===== src/rtl/multiplex_display_pkg.sv =====
// Shared types and anode patterns for the multiplexed seven-segment driver.
// Latency: n/a (declarations only).
// Backpressure: n/a.
package multiplex_display_pkg;

    localparam int NUM_DIGITS = 4;

    typedef logic [3:0] bcd_t;
    typedef logic [1:0] digit_idx_t;

    localparam logic [3:0] AN_D0  = 4'b1110;
    localparam logic [3:0] AN_D1  = 4'b1101;
    localparam logic [3:0] AN_D2  = 4'b1011;
    localparam logic [3:0] AN_D3  = 4'b0111;
    localparam logic [3:0] AN_OFF = 4'b1111;

    function automatic logic [3:0] anode_for(input digit_idx_t idx);
        logic [3:0] an;
        an = AN_D0;
        case (idx)
            2'd0:    an = AN_D0;
            2'd1:    an = AN_D1;
            2'd2:    an = AN_D2;
            default: an = AN_D3;
        endcase
        return an;
    endfunction

endpackage


===== src/rtl/refresh_prescaler.sv =====
// Free-running divider: one-cycle tick every contar clocks (on cnt == contar-1).
// Latency: tick is combinational from the counter register.
// Backpressure: none; always counts.
module refresh_prescaler #(
    parameter int contar = 50000
) (
    input  logic clk,
    input  logic rst,
    output logic tick
);

    localparam int CNT_W = (contar > 1) ? $clog2(contar) : 1;
    localparam logic [CNT_W-1:0] CNT_LAST = CNT_W'(contar - 1);

    logic [CNT_W-1:0] cnt;

    always_ff @(posedge clk) begin
        if (rst) begin
            cnt <= '0;
        end else if (cnt == CNT_LAST) begin
            cnt <= '0;
        end else begin
            cnt <= cnt + CNT_W'(1);
        end
    end

    assign tick = (cnt == CNT_LAST);

endmodule


===== src/rtl/multiplex_display.sv =====
// 4-digit seven-segment mux; optional leading-zero blanking via MULTIPLEX_DISPLAY_BLANK_EN.
// Latency: outputs combinational from the digit index and digit inputs.
// Backpressure: none; rotates every contar cycles unconditionally.
module multiplex_display
    import multiplex_display_pkg::*;
#(
    parameter int contar = 50000
) (
    input  logic       clk,
    input  logic       rst,
    input  logic [3:0] digit0,
    input  logic [3:0] digit1,
    input  logic [3:0] digit2,
    input  logic [3:0] digit3,
    output logic [3:0] bcd_value,
    output logic [3:0] segmento_activo
);

    logic       tick;
    digit_idx_t pantalla_activa;
    logic       blank;

    refresh_prescaler #(.contar(contar)) u_prescaler (
        .clk  (clk),
        .rst  (rst),
        .tick (tick)
    );

    always_ff @(posedge clk) begin
        if (rst) begin
            pantalla_activa <= '0;
        end else if (tick) begin
            pantalla_activa <= pantalla_activa + digit_idx_t'(1);
        end
    end

    always_comb begin
        bcd_value = digit0;
        case (pantalla_activa)
            2'd0:    bcd_value = digit0;
            2'd1:    bcd_value = digit1;
            2'd2:    bcd_value = digit2;
            default: bcd_value = digit3;
        endcase
    end

`ifdef MULTIPLEX_DISPLAY_BLANK_EN
    // A digit is dark only when it and every more-significant digit are zero.
    always_comb begin
        blank = 1'b0;
        case (pantalla_activa)
            2'd3:    blank = (digit3 == 4'd0);
            2'd2:    blank = (digit3 == 4'd0) && (digit2 == 4'd0);
            2'd1:    blank = (digit3 == 4'd0) && (digit2 == 4'd0) && (digit1 == 4'd0);
            default: blank = 1'b0;
        endcase
    end
`else
    assign blank = 1'b0;
`endif

    assign segmento_activo = blank ? AN_OFF : anode_for(pantalla_activa);

endmodule


===== config.mk =====
export PLATFORM = sky130hd
export DESIGN_NAME = multiplex_display
export DESIGN_NICKNAME = d
export VERILOG_FILES = /design/src/rtl/multiplex_display_pkg.sv /design/src/rtl/refresh_prescaler.sv /design/src/rtl/multiplex_display.sv
export SDC_FILE = /design/constraint.sdc
export NUM_CORES = 1
export LEC_CHECK = 0
export BUFFER_PORTS_ARGS = -buffer_cell sky130_fd_sc_hd__buf_4
export CORE_UTILIZATION = 53
export DETAILED_ROUTE_END_ITERATION = 7
export PLACE_DENSITY = 0.81
export SYNTH_ARGS = -nofsm -noshare
export SYNTH_HDL_FRONTEND = slang
export SYNTH_SLANG_ARGS = --single-unit

===== constraint.sdc =====
create_clock -name clk -period 2.15 [get_ports clk]
set_input_delay 0.215 -clock clk [delete_from_list [all_inputs] [get_ports clk]]
set_output_delay 0.215 -clock clk [all_outputs]
set_load 0.05 [all_outputs]

==> out/summary.md, run 1 <==
### Worst setup path
- 1.93 ns — required time of the critical path
- 2 — buffers plus inverters on the worst setup path
- compound AO/OA/AOI/OAI gates — category of cells accounting for the largest share of critical-path delay
- dfxtp_1 — Critical Path Slowest Stage Cell
- 0.37 ns — highest cell delay on the worst timing path
- 5 — number of cells on the worst reg-to-reg path
- u_prescaler.cnt[0]$_SDFF_PP0_ — r2r startpoint
- 5 — cell depth of the worst setup path
- flop — launching element type of the critical path
- 1.70 ns — Arrival @ worst endpoint
- pantalla_activa[0]$_SDFFE_PP0N_ — first element of the critical path
- 5 — critical path peak fanout
- inv_1, ha_1, a222oi_1, a21oi_1, buf_4 — critical path cell sequence
- output pin — element type at the critical path end
- flop to output pin — type of the worst setup path

### Timing
- 0 — final setup fails
- 0.745 — worst slew margin relative to its limit
- 0 — Final Max Tran Viols
- 0.00279 ns — Final Skew
- 0.891 — post-route fraction of the period consumed by the critical path
- false — RSZ-0062 raised after global routing
- 0.378 ns — actual slew at the worst max-slew pin
- 1.91 ns — post-layout min period
- 0.235 ns — final critical-path setup slack
- 0 ns — setup total negative slack
- 522 MHz — f_max
- 0 — Final Hold Viols

### Synth
- 18 — synthesis-stage register bit count
- 108 — cell count after synthesis
- 0.392 — proportion of synthesized chip area in sequential cells
- 918 µm² — area of the mapped netlist
- 131 — number of nets in the synthesized netlist
- 8.50 µm² — Avg Cell Area, Syn
- 20 — post-synth cell types
- 0 — Synth warnings

### Clock network
- 3 — clock buffer count from CTS
- 0.10 ns — Clock transition at path regs
- 0 — quantity of gates resized following cts
- 0.30 ns — clock latency on the worst-skew pair
- 0 — setup bufs post-CTS
- 1 — # H-tree levels
- 0 — hold-fix buffers at CTS
- clkbuf_4 — clock tree root buffer cell
- 2 — maximum count of clock buffers along a single path
- 18 — # clock sinks
- yes — clock tree from TritonCTS

### Drt
- 13.3 µm — routed len/inst
- 6 — count of TritonRoute iterations in the first routing pass
- 30 — initial drt markers
- 5.57 — average vias per placed instance
- 0 — ANT nets after route
- 2030 µm — detailed-route wire length
- 847 — overall via count from detail_route
- 4 — post-route DRC violation count

### Pwr
- 0.143 mW — switching pwr
- 0.457 nW — leakage power figure
- 0.105 — part of the power in combinational logic
- 0.617 mW — total chip power
- 0.556 — share of power burned in registers
- 0.474 mW — Internal Dissipation
- 0.339 — clock network fraction of total power
- 536 mW/mm² — PD cells
- 0.231 — switching power share of the total
- 0.452 mV — worst voltage drop across the vdd grid

### Flow run
- 0 — Max-Cap Viols

### Placement
- 1610 µm — HPWL after DPL
- 0.779 — last weighted congestion value of the routability-driven placer
- 25 — number of port buffers
- 0.561 ns — worst setup slack after placement

### Global route
- 3310 µm — first-pass GRT wire length
- 16 — largest net degree at the start of global routing
- 0 — grt ovf
- 0.236 — aggregate global-route resource usage
- 775 — number of global-route vias before repair
- 0 — number of antenna violations at the first check in global routing

### Status
- DRC — violated checks
- finished, violations left — run status

### Min path
- rst — source of the worst hold timing path
- input port to flop — worst hold path class
- 2 — Hold Path Stages

### Die
- 43.6 µm — vertical extent of the die
- 0.00190 mm² — area enclosed by the die boundary
- 0.00156 mm² — Core Region
- 14 — Row Count
- 26 — ports placed on the boundary
- 43.6 µm — Horiz. Die Dim
- 0.589 — effective utilization at floorplan

### Finish
- 160 — Final #Nets
- 0 — count of antenna diodes in the layout
- 0.221 — fraction of final layout cells sized beyond drive strength 1
- 513 µm² — multi-input logic area
- 25.3% — signed area change from the synthesized netlist to the final layout
- 135 — fill cell count
- 360 µm² — register area

==> through the flow <==
stage / hold WS (ns) / std cells / util / instance area, µm²
floorplan: 0.287 / 108 / - / 918
finish: 0.0940 / 152 / 0.738 / 1150
global route: 0.0837 / 152 / 0.738 / 1150
CTS: 0.0886 / 152 / 0.738 / 1150
global placement: 0.407 / 148 / 0.715 / 1110
detailed placement: 0.413 / 148 / 0.715 / 1110
==> power groups by stage <==
stage / Combinational (mW) / Clock, mW / Sequential, mW
3_3_place_gp: 0.0635 / 0 / 0.350
3_5_place_dp: 0.0656 / 0 / 0.351
2_1_floorplan: 0.0323 / 0 / 0.349
4_1_cts: 0.0658 / 0.216 / 0.343
6_report: 0.0650 / 0.209 / 0.343
5_1_grt: 0.0705 / 0.225 / 0.343
==> per-layer routing <==
layer	GRT usage	vias to the layer above	part of all wire
li1	-	427	-
met3	0.0458	6	0.063
met4	0.0938	0	0.018
met5	0	-	0
met2	0.385	23	0.46
met1	0.306	391	0.46
==> logic make-up (layout without fill, tap and decap cells) <==
logic type / after synthesis / count (layout) / synth area share
fa+ha+maj: 5 / 5 / 0.0681
xor+xnor: 15 / 15 / 0.143
flops: 18 / 18 / 0.392
simple gates: 51 / 51 / 0.271
buf+inv: 10 / 38 / 0.0490
compound gates: 8 / 8 / 0.0654
mux: 1 / 1 / 0.0109
==> state kept, by name, indices dropped and copies added (netlist names) <==
| name | cells |
|---|---|
| pantalla_activa | 2 |
| u_prescaler.cnt | 16 |
==> cells in the final DEF, fill, tap and decap left out, drive strengths merged, types with 5 or more instances in the layout <==
| master | n |
|---|---|
| buf | 25 |
| dfxtp | 18 |
| ha | 5 |
| inv | 8 |
| nand3 | 5 |
| nand4 | 5 |
| nor2 | 24 |
| xnor2 | 13 |
==> path summary, 6_finish.rpt <==
path	to	slack [ns]
min	u_prescaler.cnt[2]$_SDFF_PP0_	0.09
max reg2reg	u_prescaler.cnt[4]$_SDFF_PP0_	0.59
min reg2reg	u_prescaler.cnt[0]$_SDFF_PP0_	0.48
max	bcd_value[1]	0.24
==> area by class of cell <==
class,count,share of cell area
Inverter,9,0.0293
Clock buffer,4,0.0315
Multi-Input combinational cell,80,0.446
Sequential cell,18,0.313
Timing Repair Buffer,25,0.163
Tap cell,16,0.0174
==> cell usage after synthesis <==
cell type | n | area (µm²)
nor4_1 | 4 | 25.0
nand3_1 | 5 | 25.0
xnor2_1 | 13 | 114
nor4b_1 | 2 | 17.5
dfxtp_1 | 18 | 360
nand2b_2 | 1 | 8.76
nand2_1 | 4 | 15.0
buf_6 | 1 | 11.3
clkinv_1 | 1 | 3.75
nor2_1 | 24 | 90.1
nand4_1 | 5 | 31.3
a222oi_1 | 4 | 40.0
nor3_1 | 4 | 20.0
inv_1 | 8 | 30.0
and3_1 | 1 | 6.26
and4b_1 | 1 | 10.0
ha_1 | 5 | 62.6
a21oi_1 | 4 | 20.0
mux2i_1 | 1 | 10.0
xor2_1 | 2 | 17.5
Power figures use the tool's default switching activity.
==> run 2: changes to the inputs <==
--- a/config.mk
+++ b/config.mk
@@ -5,10 +5,10 @@
 export SDC_FILE = /design/constraint.sdc
 export NUM_CORES = 1
 export LEC_CHECK = 0
-export BUFFER_PORTS_ARGS = -buffer_cell sky130_fd_sc_hd__buf_4
-export CORE_UTILIZATION = 53
+export CORE_UTILIZATION = 55
 export DETAILED_ROUTE_END_ITERATION = 7
-export PLACE_DENSITY = 0.81
+export DONT_BUFFER_PORTS = 1
+export PLACE_DENSITY = 0.7
 export SYNTH_ARGS = -nofsm -noshare
 export SYNTH_HDL_FRONTEND = slang
 export SYNTH_SLANG_ARGS = --single-unit
==> out/summary.md, run 2 (synthesized netlist as in run 1, its figures left out) <==
### Pwr
- 0.132 mW — switching pwr, was 0.143 mW
- 0.366 nW — leakage power figure, was 0.457 nW
- 0.588 mW — total chip power, was 0.617 mW
- 0.069 — part of the power in combinational logic, was 0.105
- 0.348 — clock network fraction of total power, was 0.339
- 0.456 mW — Internal Dissipation, was 0.474 mW
- 0.582 — share of power burned in registers, was 0.556
- 0.225 — switching power share of the total, was 0.231
- 0.396 mV — worst voltage drop across the vdd grid, was 0.452 mV
- 582 mW/mm² — PD cells, was 536 mW/mm²

### Drt
- 87 µm — met3 wirelength from detailed routing, was 128 µm
- 33 — initial drt markers, was 30
- 1640 µm — detailed-route wire length, was 2030 µm
- 752 — overall via count from detail_route, was 847
- 5.65 — average vias per placed instance, was 5.57
- 788 µm — M1 WL, was 934 µm
- 0 — ANT nets after route, unchanged
- 12.3 µm — routed len/inst, was 13.3 µm
- 745 µm — sum of met2 wire segment lengths after detailed routing, was 927 µm
- 5 — count of TritonRoute iterations in the first routing pass, was 6
- 0 — post-route DRC violation count, was 4
- met4 — highest signal layer in the routed design, unchanged

### Timing
- false — RSZ-0062 raised after global routing, unchanged
- 0.723 — worst slew margin relative to its limit, was 0.745
- 0.867 — post-route fraction of the period consumed by the critical path, was 0.891
- 0.00147 ns — Final Skew, was 0.00279 ns
- 536 MHz — f_max, was 522 MHz
- 0.415 ns — actual slew at the worst max-slew pin, was 0.378 ns
- 0 — Final Max Tran Viols, unchanged
- 0 — final setup fails, unchanged
- 0 — Final Hold Viols, unchanged
- 1.86 ns — post-layout min period, was 1.91 ns
- 0.285 ns — final critical-path setup slack, was 0.235 ns
- 0 ns — setup total negative slack, unchanged

### Clock network
- 0.10 ns — Clock transition at path regs, about the same
- yes — clock tree from TritonCTS, unchanged
- 2 — maximum count of clock buffers along a single path, unchanged
- clkbuf_4 — clock tree root buffer cell, unchanged
- 3 — clock buffer count from CTS, unchanged
- 1 — # H-tree levels, unchanged
- 18 — # clock sinks, unchanged
- 0.28 ns — clock latency on the worst-skew pair, was 0.30 ns

### Die
- 42.9 µm — vertical extent of the die, was 43.6 µm
- 14 — Row Count, unchanged
- 0.00184 mm² — area enclosed by the die boundary, was 0.00190 mm²
- 0.00154 mm² — Core Region, was 0.00156 mm²
- 42.9 µm — Horiz. Die Dim, was 43.6 µm
- 0.596 — effective utilization at floorplan, was 0.589
- 26 — ports placed on the boundary, unchanged

### Finish
- 145 — fill cell count, was 135
- 0.656 — fraction of the core area covered by cells at the end of the flow, was 0.738
- 16 — number of flip-flops under the largest register name, unchanged
- 0.0855 — fraction of final layout cells sized beyond drive strength 1, was 0.221
- 141 — Final #Nets, was 160
- 10.1% — signed area change from the synthesized netlist to the final layout, was 25.3%
- u_prescaler.cnt — most flop-heavy register, unchanged
- 360 µm² — register area, unchanged
- nor2_1 — commonest non-fill, non-tap cell in the layout, was buf_4
- 513 µm² — multi-input logic area, unchanged
- nor2_1 (24), dfxtp_1 (18), xnor2_1 (13) — highest-count cells in the layout ignoring fill and taps, was buf_4 (25), nor2_1 (24), dfxtp_1 (18)
- 0 — count of antenna diodes in the layout, unchanged
- u_prescaler.cnt x16, pantalla_activa x2 — largest registers, unchanged

### Worst setup path
- 0.37 ns — highest cell delay on the worst timing path, about the same
- 1.93 ns — required time of the critical path, about the same
- flop — launching element type of the critical path, unchanged
- dfxtp_1 — Critical Path Slowest Stage Cell, unchanged
- flop to output pin — type of the worst setup path, unchanged
- inv_1, ha_1, a222oi_1, a21oi_1, buf_4 — critical path cell sequence, unchanged
- output pin — element type at the critical path end, unchanged
- 2 — buffers plus inverters on the worst setup path, unchanged
- 1.65 ns — Arrival @ worst endpoint, was 1.70 ns
- 5 — critical path peak fanout, unchanged
- compound AO/OA/AOI/OAI gates — category of cells accounting for the largest share of critical-path delay, unchanged
- u_prescaler.cnt[0]$_SDFF_PP0_ — r2r startpoint, unchanged
- pantalla_activa[0]$_SDFFE_PP0N_ — first element of the critical path, unchanged

### Placement
- 0 — number of port buffers, was 25
- 0.784 — last weighted congestion value of the routability-driven placer, was 0.779
- 1230 µm — HPWL after DPL, was 1610 µm
- 0.614 ns — worst setup slack after placement, was 0.561 ns

### Global route
- 0 — number of antenna violations at the first check in global routing, unchanged
- 16 — largest net degree at the start of global routing, unchanged
- 0 — grt ovf, unchanged
- 662 — number of global-route vias before repair, was 775
- 0.193 — aggregate global-route resource usage, was 0.236
- 2740 µm — first-pass GRT wire length, was 3310 µm

### Status
- completed — run status, was finished, violations left

### Min path
- input port to flop — worst hold path class, unchanged
- rst — source of the worst hold timing path, unchanged

### Flow run
- 0 — Max-Cap Viols, unchanged

run 2: cell count changes in the layout (fill, tap and decap cells not counted), sizes merged:
cell | before | now
buf | 25 | 5
dlygate4sd3 | 0 | 1
run 2: per-layer routing:
layer | global-route usage | vias to the layer above
met5 | 0 | -
li1 | - | 390
met2 | 0.297 | 25
met4 | 0.0688 | 0
met1 | 0.255 | 333
met3 | 0.0553 | 4
run 2: metrics by stage:
stage / hold slack (ns) / instances / cell area [µm²]
final: 0.302 / 133 / 1010
after global routing: 0.322 / 133 / 1010
after CTS: 0.301 / 133 / 1010
after detailed placement: 0.292 / 128 / 965
after global placement: 0.289 / 128 / 965
after floorplan: 0.287 / 108 / 918
run 2: worst paths after layout:
check / slack [ns] / end / depth (start not counted)
min: 0.30 / u_prescaler.cnt[1]$_SDFF_PP0_ / 2
max reg2reg: 0.61 / u_prescaler.cnt[3]$_SDFF_PP0_ / 5
min reg2reg: 0.47 / u_prescaler.cnt[0]$_SDFF_PP0_ / 1
max: 0.29 / bcd_value[0] / 5
run 2: repair_timing:
item | 4_1_cts | 5_1_grt
hold endpoints to repair | 3 | 0
resized for setup | 0 | 0
buffers inserted | 0 | 0
hold buffers | 1 | 0
run 2: power groups by stage:
stage               Combinational [mW]  Sequential (mW)  Clock, mW
floorplan                       0.0323            0.349          0
global placement                0.0387            0.350          0
detailed placement              0.0391            0.350          0
CTS                             0.0412            0.343      0.211
global route                    0.0440            0.344      0.226
finish                          0.0407            0.342      0.205
run 2: layout make-up:
cell class	instances	share of cell area
flip-flops and latches	18	0.356
repair buffers	6	0.0470
well taps	16	0.0198
clock buffers	4	0.0359
inverters	9	0.0334
multi-input cells	80	0.507
